===== src/rtl/calc_input_sequencer_if.sv =====
// rtl/calc_input_sequencer_if.sv - byte input and datapath control bundle for the calculator sequencer
interface calc_input_sequencer_if;
    logic [7:0] rxData;
    logic       rxValid;
    logic [7:0] charOut;
    logic       loadFirstSign;
    logic       loadFirstDigit;
    logic       loadSecondSign;
    logic       loadSecondDigit;
    logic       addNumbers;
    logic       displayAnswer;
    logic       ready;
    logic       error;
    logic       overrun;

    modport master (
        output rxData, rxValid,
        input  charOut, loadFirstSign, loadFirstDigit, loadSecondSign,
        input  loadSecondDigit, addNumbers, displayAnswer, ready, error, overrun
    );

    modport slave (
        input  rxData, rxValid,
        output charOut, loadFirstSign, loadFirstDigit, loadSecondSign,
        output loadSecondDigit, addNumbers, displayAnswer, ready, error, overrun
    );
endinterface


===== src/rtl/calc_input_sequencer.sv =====
// rtl/calc_input_sequencer.sv - parses "<sign><hex>,<sign><hex>=" ASCII input into datapath load/strobe pulses
module calc_input_sequencer #(
    parameter int MAX_DIGITS = 4,
    parameter int CNT_W      = 3
) (
    input logic                  CLK,
    input logic                  RESET,
    calc_input_sequencer_if.slave bus
);
    typedef enum logic [3:0] {
        S_SIGN1, S_DIG1, S_DIGS1,
        S_SIGN2, S_DIG2, S_DIGS2,
        S_ADD, S_DISP, S_ERROR
    } state_t;

    localparam logic [7:0] CH_PLUS  = 8'h2B;
    localparam logic [7:0] CH_MINUS = 8'h2D;
    localparam logic [7:0] CH_COMMA = 8'h2C;
    localparam logic [7:0] CH_EQ    = 8'h3D;
    localparam logic [7:0] CH_CR    = 8'h0D;
    localparam logic [CNT_W-1:0] MAX_CNT = CNT_W'(MAX_DIGITS);

    state_t           state_q, state_d;
    logic [CNT_W-1:0] cnt_q, cnt_d;
    logic [7:0]       char_q, char_d;
    logic             fs_q, fs_d;
    logic             fd_q, fd_d;
    logic             ss_q, ss_d;
    logic             sd_q, sd_d;
    logic             overrun_q, overrun_d;
    logic             ready;
    logic             is_sign;
    logic             is_hex;

    assign ready   = (state_q != S_ADD) && (state_q != S_DISP);
    assign is_sign = (bus.rxData == CH_PLUS) || (bus.rxData == CH_MINUS);
    assign is_hex  = ((bus.rxData >= 8'h30) && (bus.rxData <= 8'h39)) ||
                     ((bus.rxData >= 8'h41) && (bus.rxData <= 8'h46)) ||
                     ((bus.rxData >= 8'h61) && (bus.rxData <= 8'h66));

    always_ff @(posedge CLK or posedge RESET) begin
        if (RESET) begin
            state_q   <= S_SIGN1;
            cnt_q     <= '0;
            char_q    <= 8'h00;
            fs_q      <= 1'b0;
            fd_q      <= 1'b0;
            ss_q      <= 1'b0;
            sd_q      <= 1'b0;
            overrun_q <= 1'b0;
        end else begin
            state_q   <= state_d;
            cnt_q     <= cnt_d;
            char_q    <= char_d;
            fs_q      <= fs_d;
            fd_q      <= fd_d;
            ss_q      <= ss_d;
            sd_q      <= sd_d;
            overrun_q <= overrun_d;
        end
    end

    always_comb begin
        state_d   = state_q;
        cnt_d     = cnt_q;
        char_d    = char_q;
        fs_d      = 1'b0;
        fd_d      = 1'b0;
        ss_d      = 1'b0;
        sd_d      = 1'b0;
        overrun_d = bus.rxValid && !ready;

        case (state_q)
            S_ADD:  state_d = S_DISP;
            S_DISP: state_d = S_SIGN1;
            S_ERROR: begin
                if (bus.rxValid && (bus.rxData == CH_CR)) begin
                    state_d = S_SIGN1;
                    cnt_d   = '0;
                    char_d  = bus.rxData;
                end
            end
            default: begin
                if (bus.rxValid) begin
                    char_d = bus.rxData;
                    if (bus.rxData == CH_CR) begin
                        state_d = S_SIGN1;
                        cnt_d   = '0;
                    end else begin
                        // Anything not matched below is illegal for this state.
                        state_d = S_ERROR;
                        case (state_q)
                            S_SIGN1: if (is_sign) begin
                                fs_d    = 1'b1;
                                cnt_d   = '0;
                                state_d = S_DIG1;
                            end
                            S_DIG1: if (is_hex) begin
                                fd_d    = 1'b1;
                                cnt_d   = cnt_q + CNT_W'(1);
                                state_d = S_DIGS1;
                            end
                            S_DIGS1: begin
                                if (is_hex && (cnt_q < MAX_CNT)) begin
                                    fd_d    = 1'b1;
                                    cnt_d   = cnt_q + CNT_W'(1);
                                    state_d = S_DIGS1;
                                end else if (bus.rxData == CH_COMMA) begin
                                    state_d = S_SIGN2;
                                end
                            end
                            S_SIGN2: if (is_sign) begin
                                ss_d    = 1'b1;
                                cnt_d   = '0;
                                state_d = S_DIG2;
                            end
                            S_DIG2: if (is_hex) begin
                                sd_d    = 1'b1;
                                cnt_d   = cnt_q + CNT_W'(1);
                                state_d = S_DIGS2;
                            end
                            S_DIGS2: begin
                                if (is_hex && (cnt_q < MAX_CNT)) begin
                                    sd_d    = 1'b1;
                                    cnt_d   = cnt_q + CNT_W'(1);
                                    state_d = S_DIGS2;
                                end else if (bus.rxData == CH_EQ) begin
                                    state_d = S_ADD;
                                end
                            end
                            default: state_d = S_ERROR;
                        endcase
                    end
                end
            end
        endcase
    end

    assign bus.charOut         = char_q;
    assign bus.loadFirstSign   = fs_q;
    assign bus.loadFirstDigit  = fd_q;
    assign bus.loadSecondSign  = ss_q;
    assign bus.loadSecondDigit = sd_q;
    assign bus.addNumbers      = (state_q == S_ADD);
    assign bus.displayAnswer   = (state_q == S_DISP);
    assign bus.ready           = ready;
    assign bus.error           = (state_q == S_ERROR);
    assign bus.overrun         = overrun_q;
endmodule


===== src/flat_wrapper.sv =====
// flat-port wrapper written by rule: the top's interface ports become plain ports
module calc_input_sequencer_flat 
#(
    parameter int MAX_DIGITS = 4,
    parameter int CNT_W      = 3
)
  (CLK, RESET, bus_rxData, bus_rxValid, bus_charOut, bus_loadFirstSign, bus_loadFirstDigit, bus_loadSecondSign, bus_loadSecondDigit, bus_addNumbers, bus_displayAnswer, bus_ready, bus_error, bus_overrun);
  calc_input_sequencer_if bus_i ();
  input logic CLK;
  input logic RESET;
  input wire logic [$bits(bus_i.rxData)-1:0] bus_rxData;
  input wire logic [$bits(bus_i.rxValid)-1:0] bus_rxValid;
  output wire logic [$bits(bus_i.charOut)-1:0] bus_charOut;
  output wire logic [$bits(bus_i.loadFirstSign)-1:0] bus_loadFirstSign;
  output wire logic [$bits(bus_i.loadFirstDigit)-1:0] bus_loadFirstDigit;
  output wire logic [$bits(bus_i.loadSecondSign)-1:0] bus_loadSecondSign;
  output wire logic [$bits(bus_i.loadSecondDigit)-1:0] bus_loadSecondDigit;
  output wire logic [$bits(bus_i.addNumbers)-1:0] bus_addNumbers;
  output wire logic [$bits(bus_i.displayAnswer)-1:0] bus_displayAnswer;
  output wire logic [$bits(bus_i.ready)-1:0] bus_ready;
  output wire logic [$bits(bus_i.error)-1:0] bus_error;
  output wire logic [$bits(bus_i.overrun)-1:0] bus_overrun;
  assign bus_i.rxData = bus_rxData;
  assign bus_i.rxValid = bus_rxValid;
  assign bus_charOut = bus_i.charOut;
  assign bus_loadFirstSign = bus_i.loadFirstSign;
  assign bus_loadFirstDigit = bus_i.loadFirstDigit;
  assign bus_loadSecondSign = bus_i.loadSecondSign;
  assign bus_loadSecondDigit = bus_i.loadSecondDigit;
  assign bus_addNumbers = bus_i.addNumbers;
  assign bus_displayAnswer = bus_i.displayAnswer;
  assign bus_ready = bus_i.ready;
  assign bus_error = bus_i.error;
  assign bus_overrun = bus_i.overrun;
  calc_input_sequencer #(.MAX_DIGITS(MAX_DIGITS), .CNT_W(CNT_W)) u_core (.CLK(CLK), .RESET(RESET), .bus(bus_i));
endmodule

===== config.mk =====
export PLATFORM = sky130hd
export DESIGN_NAME = calc_input_sequencer_flat
export DESIGN_NICKNAME = d
export VERILOG_FILES = /design/src/rtl/calc_input_sequencer_if.sv /design/src/rtl/calc_input_sequencer.sv /design/src/flat_wrapper.sv
export SDC_FILE = /design/constraint.sdc
export NUM_CORES = 1
export LEC_CHECK = 0
export CORE_ASPECT_RATIO = 0.6
export CORE_UTILIZATION = 33
export DETAILED_ROUTE_END_ITERATION = 16
export PLACE_DENSITY = 0.62
export SLEW_MARGIN = 5
export SYNTH_ARGS = -nofsm -noshare
export SYNTH_HDL_FRONTEND = slang
export SYNTH_SLANG_ARGS = --single-unit

===== constraint.sdc =====
create_clock -name CLK -period 2.3 [get_ports CLK]
set_input_delay 0.46 -clock CLK [delete_from_list [all_inputs] [get_ports CLK]]
set_output_delay 0.46 -clock CLK [all_outputs]
set_load 0.01 [all_outputs]

Yosys cells after proc, flatten, opt, wreduce, memory -nomap -nowiden
Cells that the tools add are included. Widths: inputs -> output; s select.

Flip-flop bits (word level): 20. Input port bits: 11. Output and inout bits: 17. Logic and storage cells: 102.

Add/sub/neg operators: 1. Magnitude comparators: 7. Eq/ne operators: 19. Multiplexer cells: 43. Bitwise logic cells: 1. Reduce and logical (&&, ||, !) cells: 23.

Operators by type and width (number): $mux 4 (11); $eq 8x6->1 const B (4); $pmux 4 s6 (1); $mux 3 (6); $mux 1 (17); $eq 4x3->1 const B (4); $ge 8x7->1 const B (2); $le 8x7->1 const B (2); $mux 8 (2); $pmux 8 s2 (1); $ne 4x1->1 const B (3); $pmux 4 s3 (1); $pmux 3 s3 (1); $eq 4x2->1 const B (2); $eq 8x4->1 const B (1); $ge 8x6->1 const B (1); $le 8x6->1 const B (1); $ne 4x3->1 const B (2); $reduce_or 2->1 (4); $logic_and 1x1->1 (7); $reduce_and 7->1 (1); $pmux 3 s2 (1); $reduce_bool 5->1 (1); $eq 4x1->1 const B (1); other kinds (14) (17).

Depth between registers and ports, before layout
Depth in word-level cells: 10. Depth in mapped cells: 7. Mapped depth without buffers: 6.

Worst setup path after synthesis
OpenSTA, ideal clock, no wires.

Kind: input-to-reg. From: input bus_rxData[6]. To: register u_core.cnt_q[2]. Library setup time: 131 ps. Data arrival time: 2160 ps. Required time: 2169 ps. Setup slack: 10 ps. Stages on the path: 6. Path buffers: 0. Path through: or4b_4 -> or4b_4 -> a221oi_4 -> o21a_4 -> o21a_1 -> o211ai_1.

Word-level cells in the longest chain between the ends: 7. Elaborated cells on any way between the ends: 26. Those cells by class: order compare: 6; eq/ne: 7; mux: 3; reduce/logical: 10.

RTL lines: start, declared (RTL line flat_wrapper.sv:11) `input wire logic [$bits(bus_i.rxData)-1:0] bus_rxData;`; $ge 8x6->1, or another cell as far along (RTL line calc_input_sequencer.sv:37) `assign is_hex = ((bus.rxData >= 8'h30) && (bus.rxData <= 8'h39)) ||`; $logic_and 1x1->1, on equally long branches (RTL line calc_input_sequencer.sv:37, calc_input_sequencer.sv:38); $logic_or 1x1->1 (RTL line calc_input_sequencer.sv:37); $logic_or 1x1->1 (RTL line calc_input_sequencer.sv:38) `((bus.rxData >= 8'h41) && (bus.rxData <= 8'h46)) ||`; $logic_and 1x1->1 (RTL line calc_input_sequencer.sv:104, calc_input_sequencer.sv:123); $ne 4x1->1 (no line); $reduce_and 7->1 (no line); end signal, assigned (RTL line calc_input_sequencer.sv:53) `cnt_q <= cnt_d;`; end, declared (RTL line calc_input_sequencer.sv:24) `logic [CNT_W-1:0] cnt_q, cnt_d;`.

Parallel ways exist; a longest one is shown, timed or not. The select of a mux whose other input is x is not followed. A chain may end at the register's enable or synchronous reset.

Final worst setup path
From: input bus_rxData[4]. To: register u_core.state_q[3].

Word-level cells in the longest chain between the ends: 10. Elaborated cells on any way between the ends: 33. Those cells by class: order compare: 6; eq/ne: 6; mux: 12; reduce/logical: 9.

RTL lines: $ge 8x6->1, or another cell as far along (RTL line calc_input_sequencer.sv:37); $logic_and 1x1->1, on equally long branches (RTL line calc_input_sequencer.sv:37, calc_input_sequencer.sv:38); $logic_or 1x1->1 (RTL line calc_input_sequencer.sv:37); $logic_or 1x1->1 (RTL line calc_input_sequencer.sv:38); $logic_and 1x1->1 (RTL line calc_input_sequencer.sv:104, calc_input_sequencer.sv:123); $mux 4, on equally long branches (RTL line calc_input_sequencer.sv:123, calc_input_sequencer.sv:104); $pmux 4 s6 (RTL line calc_input_sequencer.sv:92) `case (state_q)`; $mux 4 (RTL line calc_input_sequencer.sv:86) `if (bus.rxData == CH_CR) begin`; $mux 4 (RTL line calc_input_sequencer.sv:84) `if (bus.rxValid) begin`; $pmux 4 s3 (RTL line calc_input_sequencer.sv:73) `case (state_q)`; end signal, assigned (RTL line calc_input_sequencer.sv:52) `state_q <= state_d;`; end, declared (RTL line calc_input_sequencer.sv:23) `state_t state_q, state_d;`.

Parallel ways exist; a longest one is shown, timed or not. The select of a mux whose other input is x is not followed.

==> out/qor.csv <==
stage,metric,value,unit
cts,cts_buffers,3,
synthesis,yosysSeqAreaShare,41.9,%
finish,final_cell_mix,"buf_4, clkdlybuf4s50_1, dfrtp_1",
sta,finalMaxSlewViolations,0,
global_route,grtUsageTotal,18.4,%
cts,insertion_delay,260,ps
route,drtIter0Drc,100,
sta,rsz0062_at_grt,true,
cts,cts-root-buf,clkbuf_8,
floorplanning,dieArea,0.00387,mm²
route,vias,1233,
synthesis,ys_top_cells_by_area,"dfrtp_1, mux2_2, nor3_1, nand2_1, nor2_1",
hold_path,hold_path.startpoint,bus_rxData[5],
sta,finClkSkew,2.52,ps
worst_setup_path,end_kind,flip-flop,
global_route,grt_pass1_wl,5510,µm
floorplanning,row_count,16,
synthesis,synth_edf_count,0,
route,finalWirelength,3370,µm
finish,nets,199,
worst_setup_path,path_cells,buf_2 -> or4b_4 -> or4b_4 -> a221oi_4 -> buf_4 -> a21oi_1 -> a211o_1,
route,final_antenna_net_count,0,
global_route,grt_pass1_vias,1133,
worst_setup_path,cp_max_fo,3,
cts,tritoncts,yes,
placement,dp_hpwl,2510,µm
finish,design_area,0.00180,mm²
sta,worst_slew_margin_rel,72.5,%
route,wire_per_inst,14.6,µm
worst_setup_path,start_kind,input port,
finish,final_cells,231,
sta,max_freq,445,MHz
hold_path,hold_class,in2reg,
worst_setup_path,startpoint,bus_rxData[4],
synthesis,syn_inst,129,
synthesis,yosysWarnings,0,
cts,clk_path_buf_depth,2,
sta,setup_viol,0,
worst_setup_path,required,2450,ps
synthesis,netlist.area_leader.share,41.9,%
floorplanning,chipHeight,48.6,µm
floorplanning,die_x,79.7,µm
sta,hold_violations,0,
pwr,totalPowerFinal,0.00202,W
sta,fin_crit,2250,ps
synthesis,syn_area,0.00119,mm²
cts,holdBufCountCts,0,
placement,placed_cells,222,
worst_setup_path,regToRegStartpoint,u_core.state_q[1],
route,drc_errors,0,
global_route,grt_max_degree,21,
cts,htreeDepth,1,
synthesis,synth_top_cell_by_area,dfrtp_1,
worst_setup_path,path_delay_family,simple AND/OR/NAND/NOR gates,
worst_setup_path,critPathArrivalTime,2400,ps
cts,clock_sinks,20,
outcome,status,completed,
floorplanning,initial_core_util,35.5,%
worst_setup_path,crit_path_max_incr_delay,550,ps
route,viasPerCell,5.34,
worst_setup_path,path_class,in2reg,
finish,layout-drive-gt1-share,32.3,%
finish,diodes,0,
synthesis,avgSynthCellArea,9.26,µm²
cts,path_clk_slew,70,ps
pwr,p_per_area,1120,mW/mm²
floorplanning,io-pin-count,28,
worst_setup_path,cp_slowest_cell,or4b_4,
finish,mostFrequentLayoutCell,buf_4,
sta,finalSetupTns,0,ps
placement,place_congestion,0.901,
synthesis,synthFlopType,dfrtp_1,
synthesis,synth_cell_types,38,
run,max_cap_viol_count,0,
worst_setup_path,path_common_cell,or4b_4,
global_route,overflow,0,
synthesis,async_flop_share,100,%
worst_setup_path,critPathBufInv,2,
synthesis,synth_fp_nets,141,
placement,place_area,0.00170,mm²
placement,io_buffers,27,
route,dr.pass1.iters,4,
finish,fillers,309,
pwr,peakVddDrop,0.000551,V
global_route,antenna_found_initial,0,
sta,tightestPinTransition,407,ps
finish,syn2layout_area_growth,50.8,%
pwr,p_leak,0.805,nW
floorplanning,coreArea,0.00336,mm²
sta,layout_worst_path_cycle_share,97.8,%
synthesis,synth_seq_cells,20,
## flip-flops by register name (all words and copies together) (netlist names)
register	flops
u_core.bus.loadFirstDigit	1
u_core.state_q	4
u_core.bus.charOut	8
u_core.bus.overrun	1
u_core.bus.loadSecondSign	1
u_core.bus.loadFirstSign	1
u_core.cnt_q	3
u_core.bus.loadSecondDigit	1
## layer usage
| layer | up-vias | track usage, % | part of all wire, % |
|---|---|---|---|
| met2 | 56 | 26.9 | 44 |
| met4 | 0 | 4.24 | 0 |
| li1 | 590 | - | - |
| met5 | - | 0 | 0 |
| met3 | 0 | 4.53 | 9.3 |
| met1 | 587 | 27.1 | 47 |
## cell type report
| type | count | area (µm²) | share of cell area (%) |
|---|---|---|---|
| repair buffers | 58 | 489 | 27.2 |
| clock buffers | 4 | 55.1 | 3.06 |
| multi-input cells | 99 | 681 | 37.8 |
| flip-flops and latches | 20 | 502 | 27.8 |
| inverters | 5 | 18.8 | 1.04 |
| well taps | 45 | 56.3 | 3.12 |
## Yosys cell counts, drive strengths merged, types with 2 or more instances
library cell / instances
dfrtp: 20
nand2: 13
nor2: 12
nor3: 10
a21oi: 7
mux2: 7
clkbuf: 5
inv: 5
a31oi: 4
nand3: 4
o21ai: 4
nand3b: 3
nand4: 3
o21a: 3
and3: 2
nor2b: 2
o211ai: 2
or3: 2
or3b: 2
or4b: 2
## stage by stage
| stage | worst slack, ps | hold WS, ps | utilization (%) |
|---|---|---|---|
| 4_1_cts | 5.90 | 482 | 51.7 |
| 2_1_floorplan | 9.61 | 424 | - |
| 3_3_place_gp | -522 | 470 | 50.5 |
| 3_5_place_dp | -593 | 481 | 50.5 |
| 6_report | 50.4 | 475 | 53.6 |
| 5_1_grt | -24.5 | 476 | 53.6 |
## path summary, 6_finish.rpt
check / endpoint / slack (ps) / cells past startpoint
max: u_core.state_q[3] / 50 / 7
min: u_core.bus.charOut[5] / 470 / 2
max reg2reg: u_core.cnt_q[2] / 270 / 7
min reg2reg: u_core.bus.charOut[0] / 500 / 2
max in group asynchronous: u_core.state_q[1] / 1540 / 3
min in group asynchronous: u_core.cnt_q[2] / 530 / 3
## timing repair
action | 4_1_cts | 5_1_grt
buffers inserted | 0 | 5
endpoints found under the setup margin | 12 | 4
pin swaps | 5 | 3
hold endpoints to repair | 0 | 0
resized for setup | 17 | 10
## cell families after synthesis
family / Yosys count / synth area share (%)
and+or+nand+nor: 63 / 29.4
AOI/OAI and AO/OA: 26 / 16.4
DFF: 20 / 41.9
buffers and inverters: 10 / 3.14
muxes: 7 / 6.60
xor gates and xnor gates: 2 / 1.47
adders and majority gates: 1 / 1.05
## power breakdown
part | internal (W) | leakage, nW | switching [W]
Clock | 0.000152 | 0.0288 | 0.000118
Combinational | 0.000601 | 0.532 | 0.000552
Sequential | 0.000481 | 0.245 | 0.000113
Total | 0.00123 | 0.805 | 0.000783
Power figures use the tool's default switching activity.
